File: src/rtl/pll_seq_pkg.sv
// Shared types and widths for the PLL lock sequencer.
//   pll_seq_state_t : sequencer FSM states
//   SEQ_CNT_W       : width of the stable and off counters
//   RETRY_W         : width of the retry counter / RETRY_CNT
package pll_seq_pkg;

    typedef enum logic [2:0] {
        IDLE,
        ENABLE,
        STABLE,
        LOCKED,
        OFF,
        FAILED
    } pll_seq_state_t;

    localparam int unsigned SEQ_CNT_W = 8;
    localparam int unsigned RETRY_W   = 4;

    // States in which the PLL is powered.
    function automatic logic pll_powered(input pll_seq_state_t st);
        return (st == ENABLE) || (st == STABLE) || (st == LOCKED);
    endfunction

endpackage

File: src/rtl/pll_lock_sequencer_if.sv
// Control/status bundle between the PLL lock sequencer and its surroundings.
//   START      : bring-up request (level)
//   PLL_LOCK   : LOCK from the PLL, asynchronous
//   PLL_EN     : PLL enable
//   READY      : lock achieved and stable
//   DOMAIN_RST : reset for the CLK_OUT domain (~READY)
//   FAIL       : retries exhausted, sticky until START low
//   RETRY_CNT  : retries used in the current bring-up
//   LOCK_LOST  : one-cycle pulse on lock loss in LOCKED
// master = sequencer side, slave = environment side.
interface pll_lock_sequencer_if
    import pll_seq_pkg::*;
();

    logic               START;
    logic               PLL_LOCK;
    logic               PLL_EN;
    logic               READY;
    logic               DOMAIN_RST;
    logic               FAIL;
    logic [RETRY_W-1:0] RETRY_CNT;
    logic               LOCK_LOST;

    modport master (
        input  START,
        input  PLL_LOCK,
        output PLL_EN,
        output READY,
        output DOMAIN_RST,
        output FAIL,
        output RETRY_CNT,
        output LOCK_LOST
    );

    modport slave (
        output START,
        output PLL_LOCK,
        input  PLL_EN,
        input  READY,
        input  DOMAIN_RST,
        input  FAIL,
        input  RETRY_CNT,
        input  LOCK_LOST
    );

endinterface

File: src/rtl/sync_ff.sv
// Generic multi-flop synchronizer for asynchronous single-bit status inputs.
//   CLK_IN   : destination clock
//   RESET    : synchronous active-high reset, clears the chain
//   async_in : asynchronous input
//   sync_out : input after STAGES flops (STAGES must be 2 or more)
module sync_ff #(
    parameter int unsigned STAGES = 2
) (
    input  logic CLK_IN,
    input  logic RESET,
    input  logic async_in,
    output logic sync_out
);

    logic [STAGES-1:0] chain_q;

    always_ff @(posedge CLK_IN) begin
        if (RESET) begin
            chain_q <= '0;
        end else begin
            chain_q <= {chain_q[STAGES-2:0], async_in};
        end
    end

    assign sync_out = chain_q[STAGES-1];

endmodule

File: src/rtl/pll_lock_sequencer.sv
// PLL bring-up sequencer: enables the PLL, waits for a stable lock, power-cycles
// and retries on lock timeout, and holds the CLK_OUT-domain reset until locked.
//   CLK_IN : PLL reference clock
//   RESET  : synchronous active-high reset
//   bus    : control/status bundle (see pll_lock_sequencer_if)
module pll_lock_sequencer
    import pll_seq_pkg::*;
#(
    parameter int unsigned SYNC_STAGES   = 2,
    parameter int unsigned LOCK_TIMEOUT  = 1024,
    parameter int unsigned STABLE_CYCLES = 16,
    parameter int unsigned OFF_CYCLES    = 8,
    parameter int unsigned MAX_RETRIES   = 3
) (
    input  logic                 CLK_IN,
    input  logic                 RESET,
    pll_lock_sequencer_if.master bus
);

    localparam int unsigned TMR_W = $clog2(LOCK_TIMEOUT + 1);

    localparam logic [TMR_W-1:0]     TMR_LAST    = TMR_W'(LOCK_TIMEOUT - 1);
    localparam logic [TMR_W-1:0]     TMR_MAX     = TMR_W'(LOCK_TIMEOUT);
    localparam logic [SEQ_CNT_W-1:0] STABLE_LAST = SEQ_CNT_W'(STABLE_CYCLES - 1);
    localparam logic [SEQ_CNT_W-1:0] OFF_LAST    = SEQ_CNT_W'(OFF_CYCLES - 1);
    localparam logic [RETRY_W-1:0]   RETRY_LIMIT = RETRY_W'(MAX_RETRIES);

    pll_seq_state_t       state_q, state_nxt;
    logic [TMR_W-1:0]     timer_q, timer_nxt;
    logic [SEQ_CNT_W-1:0] stable_q, stable_nxt;
    logic [SEQ_CNT_W-1:0] off_q, off_nxt;
    logic [RETRY_W-1:0]   retry_q, retry_nxt;
    logic                 lock_lost_nxt;
    logic                 lock_s;

    logic pll_en_q;
    logic ready_q;
    logic domain_rst_q;
    logic fail_q;
    logic lock_lost_q;

    // LOCK crosses in from the PLL analog block.
    sync_ff #(
        .STAGES (SYNC_STAGES)
    ) u_lock_sync (
        .CLK_IN   (CLK_IN),
        .RESET    (RESET),
        .async_in (bus.PLL_LOCK),
        .sync_out (lock_s)
    );

    // Next-state and counter update.
    always_comb begin
        state_nxt     = state_q;
        timer_nxt     = timer_q;
        stable_nxt    = stable_q;
        off_nxt       = off_q;
        retry_nxt     = retry_q;
        lock_lost_nxt = 1'b0;

        unique case (state_q)
            IDLE: begin
                if (bus.START) begin
                    state_nxt = ENABLE;
                    timer_nxt = '0;
                    retry_nxt = '0;
                end
            end
            ENABLE: begin
                // Timer only advances in ENABLE; a lock glitch in STABLE holds it.
                if (timer_q != TMR_MAX) begin
                    timer_nxt = timer_q + TMR_W'(1);
                end
                if (lock_s) begin
                    state_nxt  = STABLE;
                    stable_nxt = '0;
                end else if (timer_q == TMR_LAST) begin
                    if (retry_q < RETRY_LIMIT) begin
                        state_nxt = OFF;
                        retry_nxt = retry_q + RETRY_W'(1);
                        off_nxt   = '0;
                    end else begin
                        state_nxt = FAILED;
                    end
                end
            end
            STABLE: begin
                if (!lock_s) begin
                    state_nxt  = ENABLE;
                    stable_nxt = '0;
                end else if (stable_q == STABLE_LAST) begin
                    state_nxt = LOCKED;
                end else if (stable_q != '1) begin
                    stable_nxt = stable_q + SEQ_CNT_W'(1);
                end
            end
            LOCKED: begin
                if (!lock_s) begin
                    state_nxt     = ENABLE;
                    timer_nxt     = '0;
                    lock_lost_nxt = 1'b1;
                end
            end
            OFF: begin
                if (off_q == OFF_LAST) begin
                    state_nxt = ENABLE;
                    timer_nxt = '0;
                end else if (off_q != '1) begin
                    off_nxt = off_q + SEQ_CNT_W'(1);
                end
            end
            FAILED: begin
                state_nxt = FAILED;
            end
            default: begin
                state_nxt = IDLE;
            end
        endcase

        // Dropping START overrides every other transition.
        if (!bus.START) begin
            state_nxt     = IDLE;
            timer_nxt     = '0;
            stable_nxt    = '0;
            off_nxt       = '0;
            retry_nxt     = '0;
            lock_lost_nxt = 1'b0;
        end
    end

    // State, counters and registered outputs.
    always_ff @(posedge CLK_IN) begin
        if (RESET) begin
            state_q      <= IDLE;
            timer_q      <= '0;
            stable_q     <= '0;
            off_q        <= '0;
            retry_q      <= '0;
            pll_en_q     <= 1'b0;
            ready_q      <= 1'b0;
            domain_rst_q <= 1'b1;
            fail_q       <= 1'b0;
            lock_lost_q  <= 1'b0;
        end else begin
            state_q      <= state_nxt;
            timer_q      <= timer_nxt;
            stable_q     <= stable_nxt;
            off_q        <= off_nxt;
            retry_q      <= retry_nxt;
            pll_en_q     <= pll_powered(state_nxt);
            ready_q      <= (state_nxt == LOCKED);
            domain_rst_q <= (state_nxt != LOCKED);
            fail_q       <= (state_nxt == FAILED);
            lock_lost_q  <= lock_lost_nxt;
        end
    end

    assign bus.PLL_EN     = pll_en_q;
    assign bus.READY      = ready_q;
    assign bus.DOMAIN_RST = domain_rst_q;
    assign bus.FAIL       = fail_q;
    assign bus.RETRY_CNT  = retry_q;
    assign bus.LOCK_LOST  = lock_lost_q;

endmodule

File: src/flat_wrapper.sv
// flat-port wrapper written by rule: the top's interface ports become plain ports
module pll_lock_sequencer_flat import pll_seq_pkg::*;
#(
    parameter int unsigned SYNC_STAGES   = 2,
    parameter int unsigned LOCK_TIMEOUT  = 1024,
    parameter int unsigned STABLE_CYCLES = 16,
    parameter int unsigned OFF_CYCLES    = 8,
    parameter int unsigned MAX_RETRIES   = 3
)
  (CLK_IN, RESET, bus_START, bus_PLL_LOCK, bus_PLL_EN, bus_READY, bus_DOMAIN_RST, bus_FAIL, bus_RETRY_CNT, bus_LOCK_LOST);
  pll_lock_sequencer_if bus_i ();
  input  logic CLK_IN;
  input  logic RESET;
  input wire logic [$bits(bus_i.START)-1:0] bus_START;
  input wire logic [$bits(bus_i.PLL_LOCK)-1:0] bus_PLL_LOCK;
  output wire logic [$bits(bus_i.PLL_EN)-1:0] bus_PLL_EN;
  output wire logic [$bits(bus_i.READY)-1:0] bus_READY;
  output wire logic [$bits(bus_i.DOMAIN_RST)-1:0] bus_DOMAIN_RST;
  output wire logic [$bits(bus_i.FAIL)-1:0] bus_FAIL;
  output wire logic [$bits(bus_i.RETRY_CNT)-1:0] bus_RETRY_CNT;
  output wire logic [$bits(bus_i.LOCK_LOST)-1:0] bus_LOCK_LOST;
  assign bus_i.START = bus_START;
  assign bus_i.PLL_LOCK = bus_PLL_LOCK;
  assign bus_PLL_EN = bus_i.PLL_EN;
  assign bus_READY = bus_i.READY;
  assign bus_DOMAIN_RST = bus_i.DOMAIN_RST;
  assign bus_FAIL = bus_i.FAIL;
  assign bus_RETRY_CNT = bus_i.RETRY_CNT;
  assign bus_LOCK_LOST = bus_i.LOCK_LOST;
  pll_lock_sequencer #(.SYNC_STAGES(SYNC_STAGES), .LOCK_TIMEOUT(LOCK_TIMEOUT), .STABLE_CYCLES(STABLE_CYCLES), .OFF_CYCLES(OFF_CYCLES), .MAX_RETRIES(MAX_RETRIES)) u_core (.CLK_IN(CLK_IN), .RESET(RESET), .bus(bus_i));
endmodule
File: config.mk
export PLATFORM = sky130hd
export DESIGN_NAME = pll_lock_sequencer_flat
export DESIGN_NICKNAME = d
export VERILOG_FILES = /design/src/rtl/pll_seq_pkg.sv /design/src/rtl/pll_lock_sequencer_if.sv /design/src/rtl/sync_ff.sv /design/src/rtl/pll_lock_sequencer.sv /design/src/flat_wrapper.sv
export SDC_FILE = /design/constraint.sdc
export NUM_CORES = 1
export LEC_CHECK = 0
export CAP_MARGIN = 15
export CORE_ASPECT_RATIO = 0.5
export CORE_MARGIN = 1
export CORE_UTILIZATION = 58
export CTS_CLUSTER_SIZE = 28
export DETAILED_ROUTE_END_ITERATION = 6
export PLACE_DENSITY = 0.8
export SETUP_SLACK_MARGIN = 0.02
export SKIP_CTS_REPAIR_TIMING = 1
export SYNTH_ARGS = -nofsm -noshare
export SYNTH_HDL_FRONTEND = slang
export SYNTH_SLANG_ARGS = --single-unit
File: constraint.sdc
create_clock -name CLK_IN -period 2.2 [get_ports CLK_IN]
set_clock_uncertainty 0.05 [all_clocks]
set_input_delay 0.33 -clock CLK_IN [delete_from_list [all_inputs] [get_ports CLK_IN]]
set_output_delay 0.33 -clock CLK_IN [all_outputs]
set_load 0.05 [all_outputs]
Word level (Yosys, flattened, before mapping):

Cells that the tools add are included.

* bits of input ports: 4
* ROM bits: 0
* output and inout port bits: 9
* memory bits (writable): 0
* register bits: 41
* latch bits: 0
* logic and storage cells: 87
* memories: 0

* shifts and indexed selects: 0
* equal/unequal tests: 27
* muxes and demuxes: 29
* add/subtract/negate cells: 4
* $mul: 0
* reduce and logical (&&, ||, !) cells: 13
* div/mod/pow operators: 0
* $lt $le $gt $ge: 1
* bitwise operators: 2

Operators by type and width (count)
* $mux 8: 9
* $pmux 11 s4: 1
* $mux 11: 3
* $pmux 8 s2: 2
* $mux 3: 7
* $pmux 3 s6: 1
* $add 8x1->8 const B: 2
* $ne 8x8->1 const B: 2
* $eq 3x2->1 const B: 4
* $mux 4: 3
* $reduce_and 4->1: 3
* $add 11x1->11 const B: 1
* $eq 11x10->1 const B: 1
* $ne 11x11->1 const B: 1
* $ne 2x1->1 const B: 5
* $eq 3x3->1 const B: 3
* $eq 8x3->1 const B: 1
* $eq 8x4->1 const B: 1
* $ne 2x2->1 const B: 4
* $pmux 4 s2: 1
* $eq 3x1->1 const B: 2
* $ne 3x2->1 const B: 2
* $reduce_and 6->1: 1
* $reduce_bool 2->1: 3
* 10 further kinds: 13

Longest topological paths before layout:

Gate-level depths: netlist (run 1).

* depth in word-level cells: 9
* depth in mapped cells: 7
* depth with buffers taken out: 6

Cells and area by module:

A second synthesis (run 1) with hierarchy kept.

* cell total of the unflattened synthesis: 250
* area total of the unflattened synthesis: 2140.8 sq um

By module, submodules not included
* pll_lock_sequencer: cells each 246, times used 1, area an instance 2088.3 sq um, sequential area each 780.7 sq um
* sync_ff: cells each 4, times used 1, area an instance 52.6 sq um, sequential area each 40.0 sq um

Least setup slack after synthesis (run 1):

Ideal clock, no wire load.

* kind: flip-flop to flip-flop
* start: register u_core.off_q[0]
* end: register u_core.timer_q[3]
* data required time: 2.022 ns
* stages on the path, launching flop included: 7
* setup time: 0.128 ns
* arrival time: 1.524 ns
* buffers on the path: 0
* path slack: 0.497 ns
* clock period less this slack: 1.703 ns
* cell sequence: dfxtp_1 ha_1 and4bb_2 nand3_4 a2111oi_2 xnor2_1 nor2_1

* word-level cells in the longest chain between the ends: 3

Ends and longest elaborated chain
* start: declaration: RTL line pll_lock_sequencer.sv:31 `logic [SEQ_CNT_W-1:0] off_q, off_nxt;`
* start signal: assignment: RTL line pll_lock_sequencer.sv:148 `off_q <= off_nxt;`
* $eq 8x3->1: RTL line pll_lock_sequencer.sv:105 `if (off_q == OFF_LAST) begin`
* $ne 2x1->1 (no line)
* $reduce_and 4->1 (no line)
* end signal: assignment: RTL line pll_lock_sequencer.sv:146 `timer_q <= timer_nxt;`
* end: declaration: RTL line pll_lock_sequencer.sv:29 `logic [TMR_W-1:0] timer_q, timer_nxt;`

Every way passes these cells.
A chain may end at the register's enable or synchronous reset.

Worst setup path after layout (run 1):

* start: register u_core.timer_q[1]
* end: register u_core.off_q[2]

* word-level cells in the longest chain between the ends: 3

Ends and longest elaborated chain
* $eq 11x10->1: RTL line pll_lock_sequencer.sv:77 `end else if (timer_q == TMR_LAST) begin`
* $ne 2x1->1 (no line)
* $reduce_and 6->1 (no line)

Every way passes these cells.

==> metrics.md, run 1 <==
| Metric | Value |
|---|---|
| Ys Warns | `0` |
| Worst slack at placement | `0.114 ns` |
| RSZ-0062 raised after global routing | `false` |
| Final ANT Viol Nets | `0` |
| Nets | `259` |
| Min-Delay Path Class | `flip-flop to flip-flop` |
| Share of the synthesized area in the top cell type | `40.2%` |
| Combinational power share | `3.5%` |
| Most common cell in the netlist | `dfxtp_1` |
| Overall power | `0.00143 W` |
| DR vias/cell | `5.74` |
| Post-layout min period | `2.02 ns` |
| Worst-path fanout max | `8` |
| Rel. slew slack | `65.1%` |
| Routed WL per cell | `13.4 um` |
| Switching share of power | `20.5%` |
| Startpoint types | `flip-flop` |
| Setup ws final | `0.179 ns` |
| Internal power | `0.00114 W` |
| Detailed-placement wirelength estimate | `2.92 mm` |
| First-pass GRT wire length | `7.09 mm` |
| Core Util, Final | `74.0%` |
| Area contributors post-synth | `dfxtp_1 40%, nor2_1 5.9%, nand2_1 3.9%` |
| Drt drc | `0` |
| Leakage | `0.814 nW` |
| Maxcap violations | `0` |
| Post-synth EDFFs | `0` |
| Router iterations before antenna repair | `4` |
| Gr usage total | `24.7%` |
| Share of cells above drive strength 1 | `10.8%` |
| Tightest Pin Transition | `0.522 ns` |
| Syn_nets | `241` |
| Crit-path max cell delay | `0.39 ns` |
| Commonest cells post-synth | `41 x dfxtp_1, 32 x nor2_1, 21 x nand2_1` |
| Final count of hold timing violations | `0` |
| Mapped cell area | `0.00204 sq mm` |
| Largest net degree at the start of global routing | `16` |
| Reg clk slew, reported paths | `0.08 ns` |
| CP Launch Point | `u_core.timer_q[1]` |
| Slowest cell on crit path | `dfxtp_1` |
| HP Start | `u_core.u_lock_sync.chain_q[0]` |
| Final setup violation count | `0` |
| P_sw | `0.000294 W` |
| Crit path DAT | `2.12 ns` |
| Clock share of power | `44.0%` |
| Die X | `85.9 um` |
| Setup_tns | `0 ns` |
| Routed via count | `1715` |
| CP Capture Type | `flip-flop` |
| Initial DRC count | `67` |
| Sink Count | `41` |
| Async set or reset register ratio after synthesis | `0%` |
| Total CTS buffers | `5` |
| Crit path cell chain | `ha_1 -> nand3_1 -> nor4_1 -> buf_4 -> nand3_1 -> nand2_1 -> a311oi_1` |
| Mapped Cells | `232` |
| Grt ovf | `0` |
| Final worst path period share | `91.9%` |
| Buffers on Ports | `12` |
| Register bit total from synthesis | `41` |
| Cell row count | `14` |
| Peak VDD IR | `0.000434 V` |
| Unique masters post-synth | `54` |
| CP dominant cell by count | `nand3_1` |
| Starting Density | `64.4%` |
| GPL Wtd Cong | `0.865` |
| Core area | `0.00317 sq mm` |
| Chip Height | `44.0 um` |
| Critical Setup Path Class | `flip-flop to flip-flop` |
| Status | `complete, no violations` |
| Synth area leader | `dfxtp_1` |
| Clk_lat worst skew | `0.30 ns` |
| Max frequency | `495 MHz` |
| Final wirelength | `4.01 mm` |
| Top Ports | `13` |
| Antenna violations before repair | `0` |
| Layout area overhead | `14.9%` |
| Mean area per synthesized cell | `8.80 sq um` |
| Reg2reg start | `u_core.timer_q[1]` |
| Post-synth top flop | `dfxtp_1` |
| Die ar. | `0.00378 sq mm` |
| Antenna cells | `0` |
| Crit path required time | `2.30 ns` |
| Vias in the first global route | `1530` |
| CTS root buf | `clkbuf_8` |
| PwrDens | `610 mW/mm^2` |
| Flop pwr share | `52.5%` |
| CTS H-Tree Depth | `2` |
| Sequential element share of the synthesized area | `40.2%` |
| CTS Buffer Depth | `2` |
| CTS tree | `done` |
| Max Transition Viols Final | `0` |
[sequential cells by signal (all words and copies together), names as in the netlist]
signal / count
u_core.timer_q: 11
u_core.off_q: 8
u_core.stable_q: 8
u_core.bus.RETRY_CNT: 4
u_core.state_q: 3
u_core.u_lock_sync.chain_q: 2
u_core.bus.DOMAIN_RST: 1
u_core.bus.FAIL: 1
u_core.bus.LOCK_LOST: 1
u_core.bus.PLL_EN: 1
u_core.bus.READY: 1
[cells in the final DEF, fill, tap and decap left out, drive strengths merged, types with 4 or more instances in the layout]
cell | netlist | routed
clkbuf | 2 | 7
and3 | 5 | 5
inv | 4 | 4
ha | 5 | 5
buf | 4 | 5
nand4 | 7 | 7
xnor2 | 8 | 8
mux2i | 4 | 4
nor2 | 32 | 32
a31oi | 4 | 4
nand2 | 21 | 21
clkdlybuf4s50 | 0 | 12
nand2b | 4 | 4
dfxtp | 41 | 41
nor2b | 5 | 5
xor2 | 6 | 6
nand3 | 13 | 13
o21ai | 14 | 14
a211oi | 6 | 6
nor3 | 4 | 4
a21oi | 5 | 5
and2 | 4 | 4
[cell type report]
cell class,instances,area [sq um]
inverter,4,15.0
fill,233,825
tap,48,60.1
clock buffer,7,86.3
timing repair buffer,17,158
clock inverter,1,30.0
multi-input combinational,181,1180
sequential,41,821
[power groups by stage]
stage	Clock, W	Combinational, W	Sequential [W]
floorplan	0	0.0000308	0.000770
global placement	0	0.0000496	0.000769
detailed placement	0	0.0000506	0.000769
global route	0.000666	0.0000561	0.000753
finish	0.000629	0.0000506	0.000751
CTS	0.000643	0.0000508	0.000751
[kinds of logic after synthesis]
kind of cell / synth area share [%]
flip-flops: 40.2
AO/OA/AOI/OAI: 16.1
buffers and inverters: 2.21
multiplexers: 2.51
XOR/XNOR: 6.01
adder cells (fa/ha/maj): 3.06
AND/OR/NAND/NOR: 30.0
[worst paths after layout]
kind,slack [ns],cells past startpoint,end
worst min register to register,0.39,1,u_core.u_lock_sync.chain_q[1]
worst min-delay path,0.39,1,u_core.u_lock_sync.chain_q[1]
worst max-delay path,0.18,7,u_core.off_q[2]
worst max register to register,0.18,7,u_core.off_q[2]
[critical path, delay by kind of cell, from the launching register on]
family          cells  cell delay, ns
simple gates        4            0.95
flops               1            0.39
fa+ha+maj           1            0.21
buf+inv             1            0.20
compound gates      1            0.07
[routing by layer]
layer,routed length [um],GRT usage (%),vias up
met1,1970,34.2,788
met4,49,9.33,0
li1,-,-,876
met2,1780,37.6,45
met3,212,6.29,6
met5,0,0,-
[through the flow]
step	hold slack, ns	cells	area [sq um]
floorplan	0.352	232	2040
global placement	0.371	291	2230
detailed placement	0.379	291	2230
CTS	0.396	299	2350
global route	0.420	299	2350
finish	0.390	299	2350
Note: power is estimated with default switching activity, not from simulation.
==> run 2: changes to the inputs <==
CAP_MARGIN = 10   (was 15)
==> results of run 2 <==
Same layout as run 1: the final DEF is identical, and so are final timing and power.
==> run 3: changes to the inputs <==
CORE_MARGIN = not set   (was 1)
==> results of run 3 <==
Same layout as run 1: the final DEF is identical, and so are final timing and power.
==> RTL change: new RTL, config.mk and constraints of run 2 <==
Set the package constant `SEQ_CNT_W` to 12 (it was 8).
--- a/src/rtl/pll_seq_pkg.sv
+++ b/src/rtl/pll_seq_pkg.sv
@@ -13,7 +13,7 @@
         FAILED
     } pll_seq_state_t;
 
-    localparam int unsigned SEQ_CNT_W = 8;
+    localparam int unsigned SEQ_CNT_W = 12;
     localparam int unsigned RETRY_W   = 4;
 
     // States in which the PLL is powered.
Behaviour: no difference found for any inputs over 10 cycles, from zero or initial values and one cycle with RESET high; that may be too few to reach the edited logic, so the function may still have changed.
==> RTL change against run 2 <==
- the run now ends with negative setup slack left
- combinational power is 51% higher
- sequential cell count is 8 higher
- area after synthesis is 16% higher
- worst setup slack worse by 0.41 ns
- power is 5.8% higher
- routed wire length is 63% higher
- first-iteration DRC count is 96% higher
- cell area is 37% higher
- largest cell class unchanged
==> RTL change: results (changes against run 2) <==
Status: finished, violations left
Failing checks: negative setup slack
Post-Syn Nets: 290 (+20%)
Cell area after synthesis: 0.002379 sq mm (+16%)
All-Layer GR Usage: 26.77% (+2.1 points)
Worst Setup SP: u_core.off_q[0]$_SDFFE_PP0P_
Async SR Flop Fraction: 0% (unchanged)
DR WL/cell: 16.39 microns (+22%)
Path depth of the worst reg2reg path: 8 (+1)
Share of cells above drive strength 1: 26.96% (+16 points)
Arrival time worst endpoint: 2.61 ns (+0.49 ns)
Sequential share of the synthesized area: 41.24% (+1.0 points)
Synth warn: 0 (unchanged)
Hold Path Sink: u_core.u_lock_sync.chain_q[1]$_SDFF_PP0_
Worst hold stages: 1 (unchanged)
Largest net degree at the start of global routing: 14 (-2)
Clk buf depth: 2 (unchanged)
Cts bufs inserted: 5 (unchanged)
Slew headroom: 58.36% (-6.8 points)
DP HPWL: 4273 microns (+46%)
Initial antenna violation count: 0 (unchanged)
Final Instance Count excl. Fillers: 399 (+33%)
CP top delay family: simple AND/OR/NAND/NOR gates
Commonest cells post-synth: 49 x dfxtp_1, 36 x nor2_1, 25 x nand2_1
Clock transition at path regs: 0.10 ns (+0.02 ns)
Reg2reg end: u_core.timer_q[7]$_SDFFE_PP0P_
Regs by FF count: u_core.off_q x12, u_core.stable_q x12, u_core.timer_q x11
Port bufs: 12 (unchanged)
Critical path fanouts, max: 4 (-4)
Final worst-path setup slack: -0.2322 ns (-0.4112 ns)
Post-Synthesis Cells: 281 (+21%)
Ant diodes: 0 (unchanged)
Most common cell in the netlist: dfxtp_1
First-pass GRT wire length: 8914 microns (+26%)
Synth area leaders: dfxtp_1 41%, xor2_1 6.3%, nor2_1 5.7%
First-pass DRT Iterations: 4 (unchanged)
Synth unique cells: 49 (-9.3%)
H-tree depth: 2 (unchanged)
CP max stage delay: 0.48 ns (+0.09 ns)
VDD IR-drop max: 0.4686 mV (+8.0%)
Routed vias/inst: 6.073 (+5.9%)
Setup-failing EPs final: 21 (+21)
Placer Congestion: 0.8512 (-1.6%)
First-iteration detailed-routing DRC count: 131 (+96%)
Worst-Skew Late Latency: 0.31 ns
Number of global-route vias before repair: 2,071 (+35%)
CP max stage cell: or4bb_4
Lkg Pwr: 1.182 nW (+45%)
Root Driver: clkbuf_8
Worst Hold Class: reg -> reg
Placed Instances: 386 (+33%)
Min-delay src: u_core.u_lock_sync.chain_q[0]$_SDFF_PP0_
Max-cap viol count: 0 (unchanged)
Final #Nets: 354 (+37%)
RTL change: cell types whose count changed after synthesis, moves of 8 or more:
| cell | change |
|---|---|
| xor2_1 | +11 |
| and3_1 | +9 |
| nor3_1 | +9 |
| o21ai_0 | +9 |
| dfxtp_1 | +8 |
| xnor2_1 | -8 |
RTL change: through the flow:
stage	total power [mW]	worst slack [ns]	instance area (sq um)	TNS [ns]	hold WS, ns
finish	1.515	-0.2322	3209	-2.229	0.4474
detailed placement	0.9854	-0.6186	2894	-5.120	0.4354
floorplan	0.9510	0.03868	2385	0	0.3516
CTS	1.510	-0.6419	2980	-5.728	0.4484
global placement	0.9825	-0.3937	2894	-1.928	0.3863
global route	1.559	-0.2842	3209	-3.185	0.4595
RTL change: area by class of cell:
cell class / instances / area, sq um
multi-input cells: 216 / 1501
flip-flops and latches: 49 / 983.4
fillers: 232 / 714.4
repair buffers: 66 / 544.3
clock buffers: 7 / 86.33
well taps: 54 / 67.56
inverters: 7 / 26.28
RTL change: kinds of logic (layout without fill, tap and decap cells):
| kind of cell | count (synthesis) | in the layout | share of synthesized area [%] |
|---|---|---|---|
| mux | 1 | 1 | 0.4208 |
| fa+ha+maj | 5 | 5 | 2.630 |
| flops | 49 | 49 | 41.24 |
| xor+xnor | 17 | 17 | 6.260 |
| simple gates | 133 | 133 | 28.35 |
| compound gates | 60 | 60 | 18.36 |
| buf+inv | 16 | 80 | 2.735 |
RTL change: worst max-delay path by stage:
| stage | slack (ns) | cells after the start | to |
|---|---|---|---|
| floorplan | 0.04 | 7 | u_core.off_q[11]$_SDFFE_PP0P_ |
| global placement | -0.39 | 7 | u_core.off_q[11]$_SDFFE_PP0P_ |
| detailed placement | -0.62 | 7 | u_core.off_q[11]$_SDFFE_PP0P_ |
| CTS | -0.64 | 7 | u_core.off_q[11]$_SDFFE_PP0P_ |
| global route | -0.28 | 8 | u_core.timer_q[7]$_SDFFE_PP0P_ |
| finish | -0.23 | 8 | u_core.timer_q[7]$_SDFFE_PP0P_ |
RTL change: metal layers:
metal,share of wire (%),GRT usage (%),up-vias
li1,-,-,1157
met1,45,31.49,1188
met2,50,50.52,65
met3,3.8,6.149,13
met4,1.8,9.375,0
met5,0,0,-
RTL change: power breakdown:
group / switching (mW) / internal, mW
Sequential: 0.00223 / 0.891
Clock: 0.295 / 0.250
Combinational: 0.0449 / 0.0315
RTL change: worst reg2reg max path: cells and delay by family, from the launching register on:
kind	cells	cell delay, ns
adder cells (fa/ha/maj)	1	0.14
AO/OA/AOI/OAI	3	0.74
AND/OR/NAND/NOR	3	0.90
flip-flops	1	0.37
buffers and inverters	1	0.16
